$ cat config.mk
export PLATFORM = sky130hd
export DESIGN_NAME = pattern_matcher_flat
export DESIGN_NICKNAME = d
export VERILOG_FILES = /design/src/rtl/pattern_matcher_pkg.sv /design/src/rtl/pattern_matcher_if.sv /design/src/rtl/pattern_matcher_sat_counter.sv /design/src/rtl/pattern_matcher.sv /design/src/flat_wrapper.sv
export SDC_FILE = /design/constraint.sdc
export NUM_CORES = 1
export LEC_CHECK = 0
export BUFFER_PORTS_ARGS = -buffer_cell sky130_fd_sc_hd__buf_2
export CAP_MARGIN = 20
export CELL_PAD_IN_SITES_DETAIL_PLACEMENT = 1
export CELL_PAD_IN_SITES_GLOBAL_PLACEMENT = 1
export CORE_UTILIZATION = 36
export CTS_CLUSTER_DIAMETER = 150
export CTS_CLUSTER_SIZE = 40
export DETAILED_ROUTE_END_ITERATION = 16
export PLACE_DENSITY = 0.72
export SLEW_MARGIN = 20
export SYNTH_ARGS = -nofsm -noshare
export SYNTH_HDL_FRONTEND = slang
export SYNTH_SLANG_ARGS = --single-unit
$ cat constraint.sdc
create_clock -name clk -period 2.23 [get_ports clk]
set_input_delay 0.446 -clock clk [delete_from_list [all_inputs] [get_ports clk]]
set_output_delay 0.446 -clock clk [all_outputs]
set_load 0.03 [all_outputs]
$ cat src/rtl/pattern_matcher_pkg.sv
// Shared constants and helpers for the serial sequence-detector family.
// No logic; elaboration-time values only.
// Default pattern length / counter width and the fill-counter width rule.
package pattern_matcher_pkg;

    localparam int DEF_PAT_LEN = 3;
    localparam int DEF_CNT_W   = 8;

    // Fill counts 0..pat_len inclusive, so it needs room for pat_len+1 values.
    function automatic int fill_w(input int pat_len);
        return $clog2(pat_len + 1);
    endfunction

endpackage

$ cat src/rtl/pattern_matcher_if.sv
// Bundle of serial-input, control and status signals of the pattern matcher.
// Pure wiring, no latency.
// No backpressure: bit_valid qualifies bit_in, the matcher always accepts.
interface pattern_matcher_if
    import pattern_matcher_pkg::*;
#(
    parameter int PAT_LEN = DEF_PAT_LEN,
    parameter int CNT_W   = DEF_CNT_W
);
    localparam int FW = fill_w(PAT_LEN);

    logic               bit_in;
    logic               bit_valid;
    logic [PAT_LEN-1:0] pattern;
    logic               load;
    logic               overlap;
    logic               clr_count;
    logic               seq_detected;
    logic [CNT_W-1:0]   match_count;
    logic [FW-1:0]      fill;

    // Stimulus side: drives the serial stream and controls.
    modport master (
        output bit_in, bit_valid, pattern, load, overlap, clr_count,
        input  seq_detected, match_count, fill
    );

    // Matcher side.
    modport slave (
        input  bit_in, bit_valid, pattern, load, overlap, clr_count,
        output seq_detected, match_count, fill
    );

endinterface

$ cat src/rtl/pattern_matcher_sat_counter.sv
// Saturating up-counter with synchronous clear; clear plus increment yields 1.
// Count updates on the same edge that samples inc/clr.
// No backpressure; holds at all-ones instead of wrapping.
module sat_counter #(
    parameter int W = 8
) (
    input  logic         clk,
    input  logic         rst,
    input  logic         inc,
    input  logic         clr,
    output logic [W-1:0] count
);
    localparam logic [W-1:0] CNT_MAX = '1;

    logic [W-1:0] cnt_q;
    logic [W-1:0] cnt_d;

    // Next count: clear wins over the old value but still counts a same-cycle event.
    always_comb begin
        cnt_d = cnt_q;
        if (clr) begin
            cnt_d = inc ? W'(1) : '0;
        end else if (inc && (cnt_q != CNT_MAX)) begin
            cnt_d = cnt_q + W'(1);
        end
    end

    // Count register with asynchronous reset.
    always_ff @(posedge clk or posedge rst) begin
        if (rst) begin
            cnt_q <= '0;
        end else begin
            cnt_q <= cnt_d;
        end
    end

    assign count = cnt_q;

endmodule

$ cat src/rtl/pattern_matcher.sv
// Serial bit-pattern detector: shift-register history compared against a loadable pattern.
// seq_detected pulses the cycle after the bit that completes a match; count updates on that edge.
// No backpressure: every bit with bit_valid=1 is consumed unless load is high the same cycle.
module pattern_matcher
    import pattern_matcher_pkg::*;
#(
    parameter int                 PAT_LEN   = DEF_PAT_LEN,
    parameter int                 CNT_W     = DEF_CNT_W,
    parameter logic [PAT_LEN-1:0] PAT_RESET = PAT_LEN'(3'b101)
) (
    input  logic              clk,
    input  logic              rst,
    pattern_matcher_if.slave  io
);
    localparam int            FW       = fill_w(PAT_LEN);
    localparam logic [FW-1:0] FILL_MAX = FW'(PAT_LEN);

    logic [PAT_LEN-1:0] pat_q,  pat_d;
    logic [PAT_LEN-1:0] hist_q, hist_d;
    logic [FW-1:0]      fill_q, fill_d;
    logic               seq_q,  seq_d;

    logic [PAT_LEN-1:0] hist_upd;
    logic [FW-1:0]      fill_upd;
    logic               accept;
    logic               match;

    // Match evaluation on the would-be history, plus next-state for all matcher registers.
    always_comb begin
        // A bit presented together with load is dropped: the new pattern starts clean.
        accept   = io.bit_valid & ~io.load;
        hist_upd = {hist_q[PAT_LEN-2:0], io.bit_in};
        fill_upd = (fill_q == FILL_MAX) ? fill_q : fill_q + FW'(1);
        match    = accept && (hist_upd == pat_q) && (fill_upd == FILL_MAX);

        pat_d  = pat_q;
        hist_d = hist_q;
        fill_d = fill_q;
        seq_d  = match;

        if (io.load) begin
            pat_d  = io.pattern;
            hist_d = '0;
            fill_d = '0;
        end else if (accept) begin
            hist_d = hist_upd;
            // Non-overlapping mode only needs fill cleared; stale history bits
            // cannot complete a match until PAT_LEN fresh bits refill it.
            fill_d = (match && !io.overlap) ? '0 : fill_upd;
        end
    end

    // Matcher state registers with asynchronous reset.
    always_ff @(posedge clk or posedge rst) begin
        if (rst) begin
            pat_q  <= PAT_RESET;
            hist_q <= '0;
            fill_q <= '0;
            seq_q  <= 1'b0;
        end else begin
            pat_q  <= pat_d;
            hist_q <= hist_d;
            fill_q <= fill_d;
            seq_q  <= seq_d;
        end
    end

    sat_counter #(
        .W (CNT_W)
    ) u_match_cnt (
        .clk   (clk),
        .rst   (rst),
        .inc   (match),
        .clr   (io.clr_count),
        .count (io.match_count)
    );

    assign io.seq_detected = seq_q;
    assign io.fill         = fill_q;

endmodule

$ cat src/flat_wrapper.sv
// flat-port wrapper written by rule: the top's interface ports become plain ports
module pattern_matcher_flat import pattern_matcher_pkg::*;
#(
    parameter int                 PAT_LEN   = DEF_PAT_LEN,
    parameter int                 CNT_W     = DEF_CNT_W,
    parameter logic [PAT_LEN-1:0] PAT_RESET = PAT_LEN'(3'b101)
)
  (clk, rst, io_bit_in, io_bit_valid, io_pattern, io_load, io_overlap, io_clr_count, io_seq_detected, io_match_count, io_fill);
  pattern_matcher_if #(.PAT_LEN(PAT_LEN), .CNT_W(CNT_W)) io_i ();
  input  logic clk;
  input  logic rst;
  input wire logic [$bits(io_i.bit_in)-1:0] io_bit_in;
  input wire logic [$bits(io_i.bit_valid)-1:0] io_bit_valid;
  input wire logic [$bits(io_i.pattern)-1:0] io_pattern;
  input wire logic [$bits(io_i.load)-1:0] io_load;
  input wire logic [$bits(io_i.overlap)-1:0] io_overlap;
  input wire logic [$bits(io_i.clr_count)-1:0] io_clr_count;
  output wire logic [$bits(io_i.seq_detected)-1:0] io_seq_detected;
  output wire logic [$bits(io_i.match_count)-1:0] io_match_count;
  output wire logic [$bits(io_i.fill)-1:0] io_fill;
  assign io_i.bit_in = io_bit_in;
  assign io_i.bit_valid = io_bit_valid;
  assign io_i.pattern = io_pattern;
  assign io_i.load = io_load;
  assign io_i.overlap = io_overlap;
  assign io_i.clr_count = io_clr_count;
  assign io_seq_detected = io_i.seq_detected;
  assign io_match_count = io_i.match_count;
  assign io_fill = io_i.fill;
  pattern_matcher #(.PAT_LEN(PAT_LEN), .CNT_W(CNT_W), .PAT_RESET(PAT_RESET)) u_core (.clk(clk), .rst(rst), .io(io_i));
endmodule
==> results of run 1 <==
## worst max path at each step
stage / startpoint / end / depth (start not counted)
after floorplan: io_load / u_core.u_match_cnt.count[5] / 5
after global placement: io_load / u_core.u_match_cnt.count[5] / 5
after detailed placement: io_load / u_core.u_match_cnt.count[5] / 5
after CTS: u_core.pat_q[2] / u_core.u_match_cnt.count[5] / 4
after global routing: u_core.pat_q[2] / u_core.u_match_cnt.count[5] / 4
final: u_core.pat_q[2] / u_core.u_match_cnt.count[5] / 4
## layer usage
metal | wire, um | up-vias | share of wire
met3 | 58 | 2 | 0.032
met2 | 895 | 9 | 0.49
li1 | - | 334 | -
met1 | 867 | 334 | 0.47
met5 | 0 | - | 0
met4 | 16 | 0 | 0.0087
## through the flow
stage	setup WS (ns)	hold WS, ns	instances	utilization
after floorplan	0.537	0.358	80	-
after global placement	0.416	0.542	126	0.436
after detailed placement	0.394	0.560	126	0.436
after CTS	0.521	0.227	130	0.452
after global routing	0.428	0.265	130	0.452
final	0.536	0.209	130	0.452
## sequential cells by signal, summed over array words and instances (netlist names)
| signal | count |
|---|---|
| u_core.hist_q | 2 |
| u_core.u_match_cnt.count | 8 |
| u_core.io.seq_detected | 1 |
| u_core.io.fill | 2 |
| u_core.pat_q | 3 |
## power breakdown
part	switching [mW]	internal [mW]
clock network	0.0947	0.0994
registers	0.0103	0.303
logic	0.0338	0.0273
## critical path, cell delays in order, from the launching register on
cell,delay [ns]
dfstp_2,0.55
xnor2_1,0.17
nand4_4,0.20
nor4_1,0.33
mux2_1,0.34
## cell usage in the layout (no fill, tap or decap), drive strengths merged, types with 2 or more instances in the layout
master  netlist  layout
dfstp         2       2
a311oi        2       2
nand2         6       6
buf           1      20
clkbuf        1       4
a31oi         2       2
a21oi         6       6
inv           4       4
nand3         3       3
nor2         10      10
nand4         2       2
mux2          4       4
dfrtp        14      14
and3b         2       2
mux2i         3       3
nor4          3       3
xnor2         3       3
nor3          3       3
nor2b         2       2
## cells by family (layout without fill, tap and decap cells)
family                     after synthesis  in the layout  synth area share
adders and majority gates                1              1            0.0150
DFF                                     16             16             0.483
xor gates and xnor gates                 3              3            0.0495
and+or+nand+nor                         33             33             0.219
buffers and inverters                    6             28            0.0360
AOI/OAI and AO/OA                       14             14             0.108
muxes                                    7              7            0.0900
## final cells by class
cell class	count	area, um^2	area share
well taps	28	35.0	0.0354
repair buffers	20	100	0.101
flip-flops and latches	16	403	0.407
inverters	4	15.0	0.0152
multi-input cells	58	402	0.405
clock buffers	4	36.3	0.0366
==> impl_metrics.ini, run 1 <==
[routing]
drtPass1Iterations = 2
drc = 0
drt_iter0_markers = 4
vias = 679
route.detailed.wl_per_inst_um = 14.1
postRouteAntennaNets = 0
viasPerCell = 5.22
routed_wl_mm = 1.84

[clock_network]
cts.sinks = 16
path_clk_slew_ns = 0.10
post_cts_buffers = 0
numCtsBuffers = 3
clk_latency_ns = 0.29
cts_max_path_buffers = 2
cts_tree = done
htree_levels = 1
ctsHoldBuffers = 0
cts_resized = 0
clockRootBuffer = clkbuf_4

[synth]
yosysWarnings = 0
synthesis.area_um2 = 835
ys_async_sr_fraction = 1.00
synth_top_area_cell = dfrtp_1
yosys-top-cells-count = dfrtp_1 (14), nor2_1 (10), a21oi_1 (6), nand2_1 (6), inv_1 (4)
synth_top_area_frac = 0.420
synth_ff_type = dfrtp_1
synthesis.nets = 91
ys_ff_latch = 16
yosysMostFrequentCell = dfrtp_1
synth_area_leaders = dfrtp_1 (42%), dfstp_2 (6.3%), nor2_1 (4.5%)
yosysUniqueCellTypes = 29
synth_edf_count = 0
avgSynthCellArea_um2 = 10.4
ys_seq_area_frac = 0.483
syn_inst = 80

[cells_and_area]
drive_gt1_frac = 0.343
area_delta_synth_final_pct = 18.7
nFillCells = 271
antennaDiodeCount = 0
final_nets = 114
fin_area_um2 = 991

[worst_hold_path]
hold_path.class = input pin to async pin

[place]
placed_area_um2 = 955
gp_congestion = 0.737
numPortBuffers = 20
dpl.hpwl_mm = 1.37

[die]
die_area_mm2 = 0.00251
rows = 17
dieWidth_um = 50.1
start_util = 0.381
io_pins = 21
die_h_um = 50.1
core_mm2 = 0.00219

[power]
p_per_area_mw_per_mm2 = 574
power.total_uw = 568
p_leak_nw = 0.469
ir_worst_vdd_uv = 273

[setup_path]
required_ns = 2.42
r2r-end = u_core.u_match_cnt.count[5]
endpoint_kind = register
start_kind = register
worstPathArrival_ns = 1.88
reg2reg_depth = 4
r2r_start = u_core.pat_q[2]
worstSetupPathType = register to register
cp_max_fo = 10
ff2ff_setup_slack_ns = 0.54

[global_route]
antenna_found_initial = 0
gr-usage-met2 = 0.260
track_usage = 0.174
grt_pass1_vias = 701
grt_pass1_wl_mm = 3.17
gr-usage-met3 = 0.0303
grt_busiest_layer = met2
globalRouteMet1Util = 0.234
grt_overflow_total = 0
grt_max_degree = 17

[sta]
fin_setup_tns_ns = 0
maxSlewViolCount = 0
finalCriticalPeriod_ns = 1.69
hold_viol_final = 0
grt_setup_unrepaired = no
post-route-period-util = 0.760
worst_slew_pin_slew_ns = 0.612
finalClockSkew_ns = 0.0115
max_freq_mhz = 590
finalSetupViolations = 0
relSlewSlack = 0.592

[run_status]
status = finished, final reports clean

[job]
max_cap_violations = 0
Power figures use the tool's default switching activity.
==> run 2: changes to the inputs <==
--- a/config.mk
+++ b/config.mk
@@ -5,6 +5,7 @@
 export SDC_FILE = /design/constraint.sdc
 export NUM_CORES = 1
 export LEC_CHECK = 0
+export ABC_AREA = 1
 export BUFFER_PORTS_ARGS = -buffer_cell sky130_fd_sc_hd__buf_2
 export CAP_MARGIN = 20
 export CELL_PAD_IN_SITES_DETAIL_PLACEMENT = 1
@@ -13,7 +14,7 @@
 export CTS_CLUSTER_DIAMETER = 150
 export CTS_CLUSTER_SIZE = 40
 export DETAILED_ROUTE_END_ITERATION = 16
-export PLACE_DENSITY = 0.72
+export PLACE_DENSITY = 0.75
 export SLEW_MARGIN = 20
 export SYNTH_ARGS = -nofsm -noshare
 export SYNTH_HDL_FRONTEND = slang
==> constraint.sdc (replaced) <==
create_clock -name clk -period 1.7 [get_ports clk]
set_input_delay 0.34 -clock clk [delete_from_list [all_inputs] [get_ports clk]]
set_output_delay 0.34 -clock clk [all_outputs]
set_load 0.03 [all_outputs]
==> impl_metrics.ini, run 2 <==
[cells_and_area]
largest_reg_flops = 8
mostFrequentLayoutCell = nand2_1
nFillCells = 349
antennaDiodeCount = 0
area_delta_synth_final_pct = 17.8
drive_gt1_frac = 0.245
final_nets = 167
fin_area_mm2 = 0.00112
layout_common_cells = nand2_1 (49), buf_2 (20), inv_1 (17), nand3_1 (15), dfrtp_1 (14)
fin_util = 0.452
layout.cells.non_filler = 185

[die]
die_area_mm2 = 0.00285
start_util = 0.383
core_mm2 = 0.00248
io_pins = 21
rows = 18
die_h_um = 53.4
dieWidth_um = 53.4

[sta]
fin_setup_tns_ns = 0
grt_setup_unrepaired = no
finalSetupViolations = 0
relSlewSlack = 0.565
finalClockSkew_ns = 0.00988
finalCriticalPeriod_ns = 1.50
maxSlewViolCount = 0
max_freq_mhz = 665
post-route-period-util = 0.884
hold_viol_final = 0
worst_slew_pin_slew_ns = 0.651

[clock_network]
post_cts_buffers = 0
cts_max_path_buffers = 2
path_clk_slew_ns = 0.11
htree_levels = 1
cts_resized = 0
cts.sinks = 16
cts_tree = done
numCtsBuffers = 3
ctsHoldBuffers = 0
clockRootBuffer = clkbuf_4
clk_latency_ns = 0.29

[synth]
yosysUniqueCellTypes = 23
yosysWarnings = 0
synthesis.area_um2 = 950
ys_async_sr_fraction = 1.00
synth_ff_type = dfrtp_1
avgSynthCellArea_um2 = 7.19
syn_inst = 132
synth_top_area_cell = dfrtp_1
synth_top_area_frac = 0.369
synthesis.nets = 143
yosys-top-cells-count = nand2_1 (49), inv_1 (17), nand3_1 (15)
ys_seq_area_frac = 0.424
yosysMostFrequentCell = nand2_1
ys_ff_latch = 16
synth_area_leaders = dfrtp_1 (37%), nand2_1 (19%), nand3_1 (7.9%)
synth_edf_count = 0

[place]
dp_cells = 181
gp_congestion = 0.864
dpl.hpwl_mm = 1.75
placed_area_mm2 = 0.00108
numPortBuffers = 20

[setup_path]
r2r_start = u_core.u_match_cnt.count[0]
reg2reg_depth = 8
required_ns = 1.88
worst-path-stages = 8
r2r-end = u_core.u_match_cnt.count[1]
ff2ff_setup_slack_ns = 0.20
path_buf_inv = 1
path_cells = ha_1, nand2_1, inv_1, nand3_2, nand3_4, nand2_4, nand2_1, nand2_1
critical-path-slowest-cell = dfrtp_1
crit_top_cell = nand2_1
endpoint_kind = register
worstSetupPathType = register to register
start_kind = register
worstPathArrival_ns = 1.69
cpPeakStageDelay_ns = 0.45
cp_max_fo = 9
path_delay_family = simple AND/OR/NAND/NOR gates

[job]
max_cap_violations = 0

[global_route]
track_usage = 0.187
grt_max_degree = 17
grt_pass1_wl_mm = 3.82
antenna_found_initial = 0
grt_pass1_vias = 858
grt_overflow_total = 0

[power]
p_per_area_mw_per_mm2 = 748
ir_worst_vdd_uv = 476
p_leak_nw = 0.618

[routing]
drt_iter0_markers = 10
vias = 889
viasPerCell = 4.81
drc = 0
routed_wl_mm = 2.28
route.detailed.wl_per_inst_um = 12.3
drtPass1Iterations = 4
postRouteAntennaNets = 0

[worst_hold_path]
hold_path.class = input pin to async pin

[run_status]
status = finished, final reports clean
[run 2: worst max-delay path by stage]
stage / slack (ns) / endpoint / start
4_1_cts: 0.20 / u_core.u_match_cnt.count[1] / u_core.u_match_cnt.count[0]
2_1_floorplan: 0.21 / u_core.u_match_cnt.count[2] / u_core.u_match_cnt.count[0]
6_report: 0.20 / u_core.u_match_cnt.count[1] / u_core.u_match_cnt.count[0]
3_5_place_dp: 0.26 / u_core.u_match_cnt.count[3] / u_core.u_match_cnt.count[0]
5_1_grt: 0.11 / u_core.u_match_cnt.count[0] / u_core.u_match_cnt.count[0]
3_3_place_gp: 0.34 / u_core.u_match_cnt.count[7] / u_core.u_match_cnt.count[0]
[run 2: layout make-up]
type                       instances  area, um^2  area share
tap                               30        37.5      0.0336
sequential                        16         403       0.360
clock buffer                       4        36.3      0.0324
inverter                          20        75.1      0.0671
timing repair buffer              20         100      0.0895
multi-input combinational         95         467       0.417
[run 2: worst register-to-register path, cell delays in order (launching register included)]
cell and delay, ns:
dfrtp_1 0.45, ha_1 0.23, nand2_1 0.07, inv_1 0.14
nand3_2 0.11, nand3_4 0.16, nand2_4 0.11, nand2_1 0.08
nand2_1 0.05
[run 2: where the power goes]
group / internal, mW / switching (mW)
clock: 0.130 / 0.132
sequential: 0.405 / 0.0213
combinational: 0.0475 / 0.102
[run 2: per-stage QoR]
stage / power [mW] / hold slack (ns) / worst slack [ns]
after global placement: 0.582 / 0.463 / 0.335
after global routing: 0.885 / 0.168 / 0.106
after floorplan: 0.535 / 0.252 / 0.211
after CTS: 0.850 / 0.139 / 0.202
after detailed placement: 0.585 / 0.467 / 0.257
final: 0.837 / 0.114 / 0.197
[run 2: kinds of logic (layout without fill, tap and decap cells)]
| family | after synthesis | in the layout | synth area share |
|---|---|---|---|
| AOI/OAI and AO/OA | 5 | 5 | 0.0290 |
| and+or+nand+nor | 87 | 87 | 0.431 |
| DFF | 16 | 16 | 0.424 |
| buffers and inverters | 21 | 44 | 0.0843 |
| adders and majority gates | 1 | 1 | 0.0132 |
| xor gates and xnor gates | 2 | 2 | 0.0184 |
[run 2: routing by layer]
layer	track usage	part of all wire	up-vias
met4	0.0526	0.0057	0
li1	-	-	455
met2	0.302	0.48	12
met5	0	0	-
met1	0.246	0.49	420
met3	0.0431	0.024	2
